<file path="config.mk">
export PLATFORM = sky130hd
export DESIGN_NAME = game_tick_sequencer_flat
export DESIGN_NICKNAME = d
export VERILOG_FILES = /design/src/rtl/snake_pkg.sv /design/src/rtl/game_tick_sequencer_if.sv /design/src/rtl/cycle_timer.sv /design/src/rtl/game_tick_sequencer.sv /design/src/flat_wrapper.sv
export SDC_FILE = /design/constraint.sdc
export NUM_CORES = 1
export LEC_CHECK = 0
export BUFFER_PORTS_ARGS = -buffer_cell sky130_fd_sc_hd__buf_2
export CAP_MARGIN = 30
export CORE_MARGIN = 2
export CORE_UTILIZATION = 25
export CTS_CLUSTER_SIZE = 30
export DETAILED_ROUTE_END_ITERATION = 16
export GPL_TIMING_DRIVEN = 0
export PLACE_DENSITY = 0.5
export SLEW_MARGIN = 10
export SYNTH_ARGS = -nofsm -noshare
export SYNTH_HDL_FRONTEND = slang
export SYNTH_HIERARCHICAL = 1
export SYNTH_SLANG_ARGS = --single-unit
export TNS_END_PERCENT = 5
</file>
<file path="constraint.sdc">
create_clock -name clk_75 -period 3.9 [get_ports clk_75]
set_clock_uncertainty 0.15 [all_clocks]
set_input_delay 0.195 -clock clk_75 [delete_from_list [all_inputs] [get_ports clk_75]]
set_output_delay 0.195 -clock clk_75 [all_outputs]
set_load 0.01 [all_outputs]
</file>
<file path="src/rtl/snake_pkg.sv">
// Shared snake-game types, sequencer states and default timing constants.
package snake_pkg;

  typedef enum logic [1:0] {DIR_UP, DIR_RIGHT, DIR_DOWN, DIR_LEFT} dir_t;

  typedef enum logic [1:0] {MODE_MENU, MODE_GAME, MODE_WIN, MODE_LOSE} game_mode;

  typedef enum logic [2:0] {
    S_IDLE,
    S_COUNTDOWN,
    S_WAIT_TICK,
    S_SEND,
    S_WAIT_REMOTE,
    S_STEP,
    S_HALT
  } seq_state_t;

  localparam int TICK_CYCLES_DEF    = 9_375_000;
  localparam int COUNT_START_DEF    = 3;
  localparam int COUNT_CYCLES_DEF   = 75_000_000;
  localparam int TIMEOUT_CYCLES_DEF = 37_500_000;

  // One bit of headroom above the largest reload value.
  function automatic int timer_width(int a, int b, int c);
    int m;
    m = a;
    if (b > m) m = b;
    if (c > m) m = c;
    return $clog2(m) + 1;
  endfunction

endpackage

</file>
<file path="src/rtl/game_tick_sequencer_if.sv">
// Move-exchange link between the tick sequencer and the remote-board transport.
interface game_tick_sequencer_if;
  import snake_pkg::*;

  logic tx_valid;
  logic tx_ready;
  dir_t tx_data;
  logic rx_valid;
  dir_t rx_data;

  modport master (output tx_valid, output tx_data, input tx_ready,
                  input rx_valid, input rx_data);
  modport slave  (input tx_valid, input tx_data, output tx_ready,
                  output rx_valid, output rx_data);
endinterface

</file>
<file path="src/rtl/cycle_timer.sv">
// Loadable down-counter that holds at zero; expired is high while it reads zero.
module cycle_timer #(
  parameter int WIDTH = 8
) (
  input  logic             clk_75,
  input  logic             rst,
  input  logic             load,
  input  logic [WIDTH-1:0] value,
  output logic             expired
);

  logic [WIDTH-1:0] count;

  always_ff @(posedge clk_75) begin
    if (rst)
      count <= '0;
    else if (load)
      count <= value;
    else if (count != '0)
      count <= count - WIDTH'(1);
  end

  assign expired = (count == '0);

endmodule

</file>
<file path="src/rtl/game_tick_sequencer.sv">
// Paces the snake game: start countdown, then one board step per tick once the
// local and remote moves for that tick are both known.
module game_tick_sequencer
  import snake_pkg::*;
#(
  parameter int TICK_CYCLES    = TICK_CYCLES_DEF,
  parameter int COUNT_START    = COUNT_START_DEF,
  parameter int COUNT_CYCLES   = COUNT_CYCLES_DEF,
  parameter int TIMEOUT_CYCLES = TIMEOUT_CYCLES_DEF
) (
  input  logic                   clk_75,
  input  logic                   rst,
  input  game_mode               mode,
  input  dir_t                   dir_local,
  game_tick_sequencer_if.master  link,
  output logic                   step,
  output dir_t                   dir_p1,
  output dir_t                   dir_p2,
  output logic [1:0]             countdown,
  output logic                   con_error
);

  localparam int TW = timer_width(TICK_CYCLES, COUNT_CYCLES, TIMEOUT_CYCLES);
  localparam logic [TW-1:0] TICK_LOAD    = TW'(TICK_CYCLES - 1);
  localparam logic [TW-1:0] COUNT_LOAD   = TW'(COUNT_CYCLES - 1);
  localparam logic [TW-1:0] TIMEOUT_LOAD = TW'(TIMEOUT_CYCLES - 1);

  seq_state_t  state, state_n;
  logic        tx_valid_q, tx_valid_n;
  dir_t        tx_data_q, tx_data_n;
  dir_t        dir_p1_q, dir_p1_n;
  dir_t        dir_p2_q, dir_p2_n;
  logic [1:0]  cd_q, cd_n;
  logic        err_q, err_n;
  logic        rx_flag_q, rx_flag_n;
  dir_t        rx_data_q, rx_data_n;

  logic          tmr_load;
  logic [TW-1:0] tmr_value;
  logic          tmr_expired;
  logic          have_rx;
  dir_t          rx_move;
  logic          go_step;

  cycle_timer #(.WIDTH(TW)) u_timer (
    .clk_75  (clk_75),
    .rst     (rst),
    .load    (tmr_load),
    .value   (tmr_value),
    .expired (tmr_expired)
  );

  always_ff @(posedge clk_75) begin
    if (rst) begin
      state      <= S_IDLE;
      tx_valid_q <= 1'b0;
      tx_data_q  <= DIR_RIGHT;
      dir_p1_q   <= DIR_RIGHT;
      dir_p2_q   <= DIR_RIGHT;
      cd_q       <= 2'd0;
      err_q      <= 1'b0;
      rx_flag_q  <= 1'b0;
      rx_data_q  <= DIR_RIGHT;
    end else begin
      state      <= state_n;
      tx_valid_q <= tx_valid_n;
      tx_data_q  <= tx_data_n;
      dir_p1_q   <= dir_p1_n;
      dir_p2_q   <= dir_p2_n;
      cd_q       <= cd_n;
      err_q      <= err_n;
      rx_flag_q  <= rx_flag_n;
      rx_data_q  <= rx_data_n;
    end
  end

  always_comb begin
    state_n    = state;
    tx_valid_n = tx_valid_q;
    tx_data_n  = tx_data_q;
    dir_p1_n   = dir_p1_q;
    dir_p2_n   = dir_p2_q;
    cd_n       = cd_q;
    err_n      = err_q;
    rx_flag_n  = rx_flag_q;
    rx_data_n  = rx_data_q;
    tmr_load   = 1'b0;
    tmr_value  = '0;
    go_step    = 1'b0;
    // A move arriving this very cycle counts as latched.
    have_rx    = rx_flag_q | link.rx_valid;
    rx_move    = rx_flag_q ? rx_data_q : link.rx_data;

    if (mode != MODE_GAME) begin
      state_n    = S_IDLE;
      tx_valid_n = 1'b0;
      tx_data_n  = DIR_RIGHT;
      dir_p1_n   = DIR_RIGHT;
      dir_p2_n   = DIR_RIGHT;
      cd_n       = 2'd0;
      err_n      = 1'b0;
      rx_flag_n  = 1'b0;
      rx_data_n  = DIR_RIGHT;
      tmr_load   = 1'b1;
    end else begin
      unique case (state)
        S_IDLE: begin
          state_n   = S_COUNTDOWN;
          cd_n      = 2'(COUNT_START);
          tmr_load  = 1'b1;
          tmr_value = COUNT_LOAD;
        end
        S_COUNTDOWN: begin
          if (tmr_expired) begin
            tmr_load = 1'b1;
            if (cd_q <= 2'd1) begin
              cd_n      = 2'd0;
              state_n   = S_WAIT_TICK;
              tmr_value = TICK_LOAD;
            end else begin
              cd_n      = cd_q - 2'd1;
              tmr_value = COUNT_LOAD;
            end
          end
        end
        S_WAIT_TICK, S_SEND, S_WAIT_REMOTE: begin
          if (link.rx_valid && !rx_flag_q) begin
            rx_flag_n = 1'b1;
            rx_data_n = link.rx_data;
          end
          // A second remote move before we consumed the first: remote ran ahead.
          if (link.rx_valid && rx_flag_q) begin
            state_n    = S_HALT;
            err_n      = 1'b1;
            tx_valid_n = 1'b0;
          end else if (state == S_WAIT_TICK) begin
            if (tmr_expired) begin
              tx_data_n  = dir_local;
              tx_valid_n = 1'b1;
              state_n    = S_SEND;
            end
          end else if (state == S_SEND) begin
            if (tx_valid_q && link.tx_ready) begin
              tx_valid_n = 1'b0;
              if (have_rx) begin
                go_step = 1'b1;
              end else begin
                state_n   = S_WAIT_REMOTE;
                tmr_load  = 1'b1;
                tmr_value = TIMEOUT_LOAD;
              end
            end
          end else begin
            if (have_rx) begin
              go_step = 1'b1;
            end else if (tmr_expired) begin
              state_n = S_HALT;
              err_n   = 1'b1;
            end
          end
        end
        S_STEP: begin
          rx_flag_n = 1'b0;
          state_n   = S_WAIT_TICK;
        end
        S_HALT: begin
          state_n = S_HALT;
        end
        default: state_n = S_IDLE;
      endcase

      // The tick period starts with the step cycle itself.
      if (go_step) begin
        state_n   = S_STEP;
        dir_p1_n  = tx_data_q;
        dir_p2_n  = rx_move;
        tmr_load  = 1'b1;
        tmr_value = TICK_LOAD;
      end
    end
  end

  assign link.tx_valid = tx_valid_q;
  assign link.tx_data  = tx_data_q;
  assign step          = (state == S_STEP);
  assign dir_p1        = dir_p1_q;
  assign dir_p2        = dir_p2_q;
  assign countdown     = cd_q;
  assign con_error     = err_q;

endmodule

</file>
<file path="src/flat_wrapper.sv">
// flat-port wrapper written by rule: the top's interface ports become plain ports
module game_tick_sequencer_flat import snake_pkg::*;
#(
  parameter int TICK_CYCLES    = TICK_CYCLES_DEF,
  parameter int COUNT_START    = COUNT_START_DEF,
  parameter int COUNT_CYCLES   = COUNT_CYCLES_DEF,
  parameter int TIMEOUT_CYCLES = TIMEOUT_CYCLES_DEF
)
  (clk_75, rst, mode, dir_local, step, dir_p1, dir_p2, countdown, con_error, link_tx_valid, link_tx_data, link_tx_ready, link_rx_valid, link_rx_data);
  game_tick_sequencer_if link_i ();
  input  logic clk_75;
  input  logic rst;
  input  game_mode mode;
  input  dir_t dir_local;
  output logic step;
  output dir_t dir_p1;
  output dir_t dir_p2;
  output logic [1:0] countdown;
  output logic con_error;
  output wire logic [$bits(link_i.tx_valid)-1:0] link_tx_valid;
  output wire logic [$bits(link_i.tx_data)-1:0] link_tx_data;
  input wire logic [$bits(link_i.tx_ready)-1:0] link_tx_ready;
  input wire logic [$bits(link_i.rx_valid)-1:0] link_rx_valid;
  input wire logic [$bits(link_i.rx_data)-1:0] link_rx_data;
  assign link_tx_valid = link_i.tx_valid;
  assign link_tx_data = link_i.tx_data;
  assign link_i.tx_ready = link_tx_ready;
  assign link_i.rx_valid = link_rx_valid;
  assign link_i.rx_data = link_rx_data;
  game_tick_sequencer #(.TICK_CYCLES(TICK_CYCLES), .COUNT_START(COUNT_START), .COUNT_CYCLES(COUNT_CYCLES), .TIMEOUT_CYCLES(TIMEOUT_CYCLES)) u_core (.clk_75(clk_75), .rst(rst), .mode(mode), .dir_local(dir_local), .link(link_i), .step(step), .dir_p1(dir_p1), .dir_p2(dir_p2), .countdown(countdown), .con_error(con_error));
endmodule
</file>
# --- Yosys cells after proc, flatten, opt, wreduce, memory -nomap -nowiden ---
# Cells that the tools add are included.
word_totals:
  regBits: 44
  wordCells: 119
classes:
  n_addsub: 2
  magnitude_cmp: 1
  eq_ne: 24
  mux: 55
  bitwise_logic: 2
  reduce_logical: 24
op_table:
  columns: ["cell", "count"]
  rows:
  - ["2-to-1 mux 28 bit", 9]
  - ["one-hot mux 28 bit (3 select lines)", 1]
  - ["2-to-1 mux 3 bit", 11]
  - ["zero test 28 bit", 1]
  - ["nonzero test 28 bit", 1]
  - ["subtractor 28 x 1 -> 28 bit (second input constant)", 1]
  - ["2-to-1 mux 27 bit", 1]
  - ["2-to-1 mux 26 bit", 1]
  - ["2-to-1 mux 1 bit", 25]
  - ["one-hot mux 3 bit (5 select lines)", 1]
  - ["inequality test 2 x 1 -> 1 bit (second input constant)", 6]
  - ["AND reduction 6 bit", 2]
  - ["inequality test 5 x 3 -> 1 bit (second input constant)", 2]
  - ["== test 3 bit (second input constant)", 3]
  - ["inequality test 3 x 1 -> 1 bit (second input constant)", 3]
  - ["AND reduction 4 bit", 2]
  - ["nonzero test 2 bit", 4]
  - ["== test 3 x 2 -> 1 bit (second input constant)", 2]
  - ["2-to-1 mux 2 bit", 3]
  - ["inequality test 6 x 4 -> 1 bit (second input constant)", 1]
  - ["AND reduction 2 bit", 3]
  - ["nonzero test 3 bit", 2]
  - ["OR reduction 3 bit", 2]
  - ["inequality test 5 x 1 -> 1 bit (second input constant)", 1]
  - ["18 further kinds", 20]

# --- Depth between registers and ports, before layout ---
depth:
  ltp_word: 11
  ltp_mapped: 14
  depth_no_buf: 12

# --- By module ---
# Netlist, hierarchy kept.
modules_own_cells:
  columns: ["mod", "instances", "cells_each", "area_per_inst_um2", "seq_area_each_um2"]
  rows:
  - ["cycle_timer", 1, 194, 1652.8, 560.5]
  - ["game_tick_sequencer", 1, 130, 1083.5, 320.3]

# --- Worst setup path after synthesis ---
# Ideal clock, no wire load.
synth_timing:
  kind: "register to register"
  startpoint: "reg u_core.u_timer.count[20]"
  endpoint: "reg u_core.u_timer.count[22]"
  setup_time_ns: 0.069
  arrival_ns: 2.715
  required_ns: 3.681
  path_slack_ns: 0.966
  path_stages_with_launch: 14
  n_path_buf: 2
  synth_period_minus_slack_ns: 2.934
  path_cell_list: "dfxtp_1 nor4_2 nand4b_2 nor4b_4 buf_6 o21ai_0 nand2_1 nor2_1 nand2_1 clkinv_1 nor2_1 clkbuf_1 nand2_1 o21ai_1"
synth_via:
  elab_chain_cells: 6
synth_rtl:
  columns: ["element", "line_no", "rtl"]
  rows:
  - ["start, declared", "cycle_timer.sv:12", "logic [WIDTH-1:0] count;"]
  - ["start signal, assigned", "cycle_timer.sv:18", "count <= value;"]
  - ["start signal, assigned", "cycle_timer.sv:20", "count <= count - WIDTH'(1);"]
  - ["zero test 28 bit (*)", "cycle_timer.sv:23", "assign expired = (count == '0);"]
  - ["net u_core.tmr_expired", "game_tick_sequencer.sv:40", "logic tmr_expired;"]
  - ["2-to-1 mux 1 bit (*)", "game_tick_sequencer.sv:114", "if (tmr_expired) begin"]
  - ["one-hot mux 1 bit (3 select lines) (*)", "game_tick_sequencer.sv:106", "unique case (state)"]
  - ["2-to-1 mux 1 bit (*)", "game_tick_sequencer.sv:173", "if (go_step) begin"]
  - ["2-to-1 mux 1 bit (*)", "game_tick_sequencer.sv:94", "if (mode != MODE_GAME) begin"]
  - ["net u_core.tmr_load", "game_tick_sequencer.sv:38", "logic tmr_load;"]
  - ["2-to-1 mux 28 bit or nonzero test 2 bit (tied branches)", null, null]
# The timed path passes the listed nets; every way through them passes the cells marked *. The select of a mux whose other input is x is not followed.
# A chain may end at the register's enable or synchronous reset.

# --- Worst setup path in the final report ---
layout_timing:
  startpoint: "reg u_core.u_timer.count[2]"
  endpoint: "reg u_core.u_timer.count[26]"
# Same word-level chain as after synthesis.

==> reports/results.tsv <==
stage	metric	value	unit
timing	final critical-path share of the clock period	0.8970	
synth	synthesized cell area	0.002736	mm^2
floorplan	Initial Util	0.2547	
clock_tree	clock buffer depth	2	
flow_run	max-capacitance violation count	0	
clock_tree	CTS Buf Count	5	
setup_path	Reg2Reg Launch Point	u_core/u_timer/count[2]	
route	total routed wirelength	7.068	mm
route	DR pass1 iterations	4	
power	clock network power share	0.346	
power	Seq pwr share	0.457	
final_layout	final instance area	0.003197	mm^2
status	result of the run	finished clean	
synth	Distinct cells, synth	64	
setup_path	Req. time, crit path	3.98	ns
power	Leakage	0.001207	uW
setup_path	r2r setup slk	0.40	ns
power	P_int	735.4	uW
global_routing	initial antenna violation count	0	
placement	Placer Congestion	0.8270	
global_routing	first-pass GRT wire length	11.83	mm
setup_path	startpoint types	flop	
setup_path	crit path max fanout	17	
synth	post-synthesis sequential area ratio	0.3219	
timing	Final Hold Viols	0	
clock_tree	CTS Root Buffer Type	clkbuf_8	
route	Iter 0 DRT Violations	120	
power	Logic pwr share	0.197	
synth	post-synth top area cell	dfxtp_1	
route	DRC	0	
global_routing	vias in the first global route	2335	
global_routing	grt total ovfl	0	
worst_hold_path	Hold Crit Start	rst	
clock_tree	Reg clk slew, reported paths	0.09	ns
setup_path	Setup CP Type	flop to flop	
power	Sw Pwr	305.9	uW
clock_tree	Clock Sinks	44	
clock_tree	Worst-Skew Late Latency	0.30	ns
synth	Syn Inst Count	324	
placement	Post-DP HPWL	5.088	mm
synth	ys flop type	dfxtp_1	
final_layout	Ant. Diodes	0	
timing	Final Critical Period	3.498	ns
synth	synth cell count leaders	dfxtp_1 (44), nand2_1 (39), nor2_1 (25)	
worst_hold_path	hold path endpoint	u_core/u_timer/count[2]	
setup_path	R2R Path End	u_core/u_timer/count[26]	
synth	post-synthesis register bit count	44	
timing	Rel. slew slack	0.5152	
setup_path	R2R depth	15	
route	vias per cell	4.882	
final_layout	layout cells sized above 1	0.2244	
route	antenna viol nets, final	0	
route	vias post-DR	2446	
floorplan	site row count	38	
setup_path	WP data arrival	3.57	ns
setup_path	Crit. End Element	flop	
timing	worst-margin pin slew	0.7272	ns
timing	final setup violating endpoints	0	
final_layout	nets	376	
final_layout	Util after Layout	0.2975	
worst_hold_path	number of stages on the worst hold path	2	
synth	yosys warns	6	
placement	area of placed instances	0.003023	mm^2
power	PwrDens	325.7	mW/mm^2
floorplan	die area	0.01180	mm^2
timing	setup TNS	0	ns
synth	post-synth top area share	0.3219	
clock_tree	H-tree levels	2	
timing	final worst slack	0.4019	ns
floorplan	die height	108.6	um
timing	fmax	0.2859	GHz
synth	number of synthesized flops with an enable pin	0	
power	Final Power	1041	uW
worst_hold_path	HP Class	primary input to flop	
power	Max VDD drop	0.1335	mV
global_routing	pin count of the biggest net entering global routing	18	
clock_tree	CTS tree	built	
synth	largest cells by area after synthesis	dfxtp_1 (32%), xnor2_1 (5.8%), nand2_1 (5.3%), nor2_1 (3.4%), mux2i_1 (2.9%)	
floorplan	Die Wd	108.6	um
floorplan	Core Box Area	0.01075	mm^2
floorplan	I/O pin cnt	21	
timing	RSZ-0062 raised after global routing	no	
synth	asr flop ratio synth	0	
timing	Max Slew Vio Count	0	
final_layout	Area Growth Syn to Fin	16.83	%
placement	Setup WS pre-CTS	0.05735	ns
route	WL per Instance	14.11	um
global_routing	GRT Overall Usage	0.1256	
placement	# port buffers	20	
synth	Syn Area/Cell	8.446	um^2
power	sw frac	0.2938	
synth	most common cell in the netlist	dfxtp_1	
[metal layers]
| metal | part of all wire | track usage | up-vias |
|---|---|---|---|
| li1 | - | - | 1241 |
| met1 | 0.50 | 0.1764 | 1167 |
| met2 | 0.47 | 0.2018 | 34 |
| met3 | 0.022 | 0.01614 | 4 |
| met4 | 0.0098 | 0.03480 | 0 |
| met5 | 0 | 0 | - |
[power groups by stage]
stage	Combinational (uW)	Sequential, uW	Clock [uW]
2_1_floorplan	154	484	0
3_3_place_gp	197	486	0
3_5_place_dp	198	486	0
4_1_cts	202	476	371
5_1_grt	227	478	390
6_report	205	476	360
[metrics by stage]
step / hold WS [ns] / instances
finish: 0.06247 / 501
floorplan: 0.1112 / 327
global placement: 0.2763 / 487
CTS: 0.05530 / 499
detailed placement: 0.2734 / 487
global route: 0.07184 / 501
[state kept, by name (all words and copies together), names as in the netlist]
name / flops
u_core/con_error: 1
u_core/countdown: 2
u_core/dir_p1: 2
u_core/dir_p2: 2
u_core/link.tx_data: 2
u_core/link.tx_valid: 1
u_core/rx_data_q: 2
u_core/rx_flag_q: 1
u_core/state: 3
u_core/u_timer/count: 28
[worst max path at each step]
| stage | from | to | slack (ns) |
|---|---|---|---|
| finish | u_core/u_timer/count[2] | u_core/u_timer/count[26] | 0.40 |
| global route | u_core/u_timer/count[2] | u_core/u_timer/count[26] | 0.05 |
| CTS | u_core/u_timer/count[2] | u_core/u_timer/count[26] | 0.006 |
| detailed placement | u_core/u_timer/count[2] | u_core/u_timer/count[26] | 0.06 |
| global placement | u_core/u_timer/count[2] | u_core/u_timer/count[26] | 0.03 |
| floorplan | u_core/u_timer/count[20] | u_core/u_timer/count[22] | 0.97 |
[cell usage in the layout (no fill, tap or decap), drive strengths merged, types with 5 or more instances in the layout]
cell type	count
a311oi	5
clkbuf	12
nor4	9
dfxtp	44
inv	9
nand4	5
nand2	42
o21ai	24
nor3	16
ha	6
nor2	26
xnor2	18
a22oi	5
mux2i	8
or3	10
a21oi	12
buf	31
nand3	8
[cell families (layout without fill, tap and decap cells)]
logic type,count (synthesis),after routing,share of synthesized area
AOI/OAI and AO/OA,75,75,0.2026
xor gates and xnor gates,18,18,0.05761
adders and majority gates,6,6,0.02743
buffers and inverters,26,60,0.05030
DFF,44,44,0.3219
muxes,8,8,0.02927
other,1,4,0.001370
and+or+nand+nor,146,146,0.3096
[critical path, cell delays in order, from the launching register on]
cell and delay, ns:
dfxtp_1 0.38, nor4_2 0.38, buf_2 0.30, nand2_2 0.10, nor4b_4 0.25, buf_4 0.18
buf_6 0.20, o21ai_0 0.14, nand2_1 0.09, nor2_1 0.05, nand2_1 0.18, clkinvlp_4 0.28
nor2_2 0.27, clkbuf_2 0.27, nand2_1 0.08, o21ai_0 0.10
[area by class of cell]
cell class	count	area [um^2]
tap	140	175.2
timing repair buffer	26	155.1
inverter	10	41.29
sequential	44	880.8
fill	1195	7548
multi-input combinational	257	1732
clock buffer	5	68.82
clock inverter	3	42.54
buffer	16	101.3
[timing repair]
item                       4_1_cts  5_1_grt
hold buffers                     4        0
resized for setup                0        4
setup endpoints to repair        0       18
hold endpoints to repair         4        0
setup buffers                    0        2
Power figures use the tool's default switching activity.
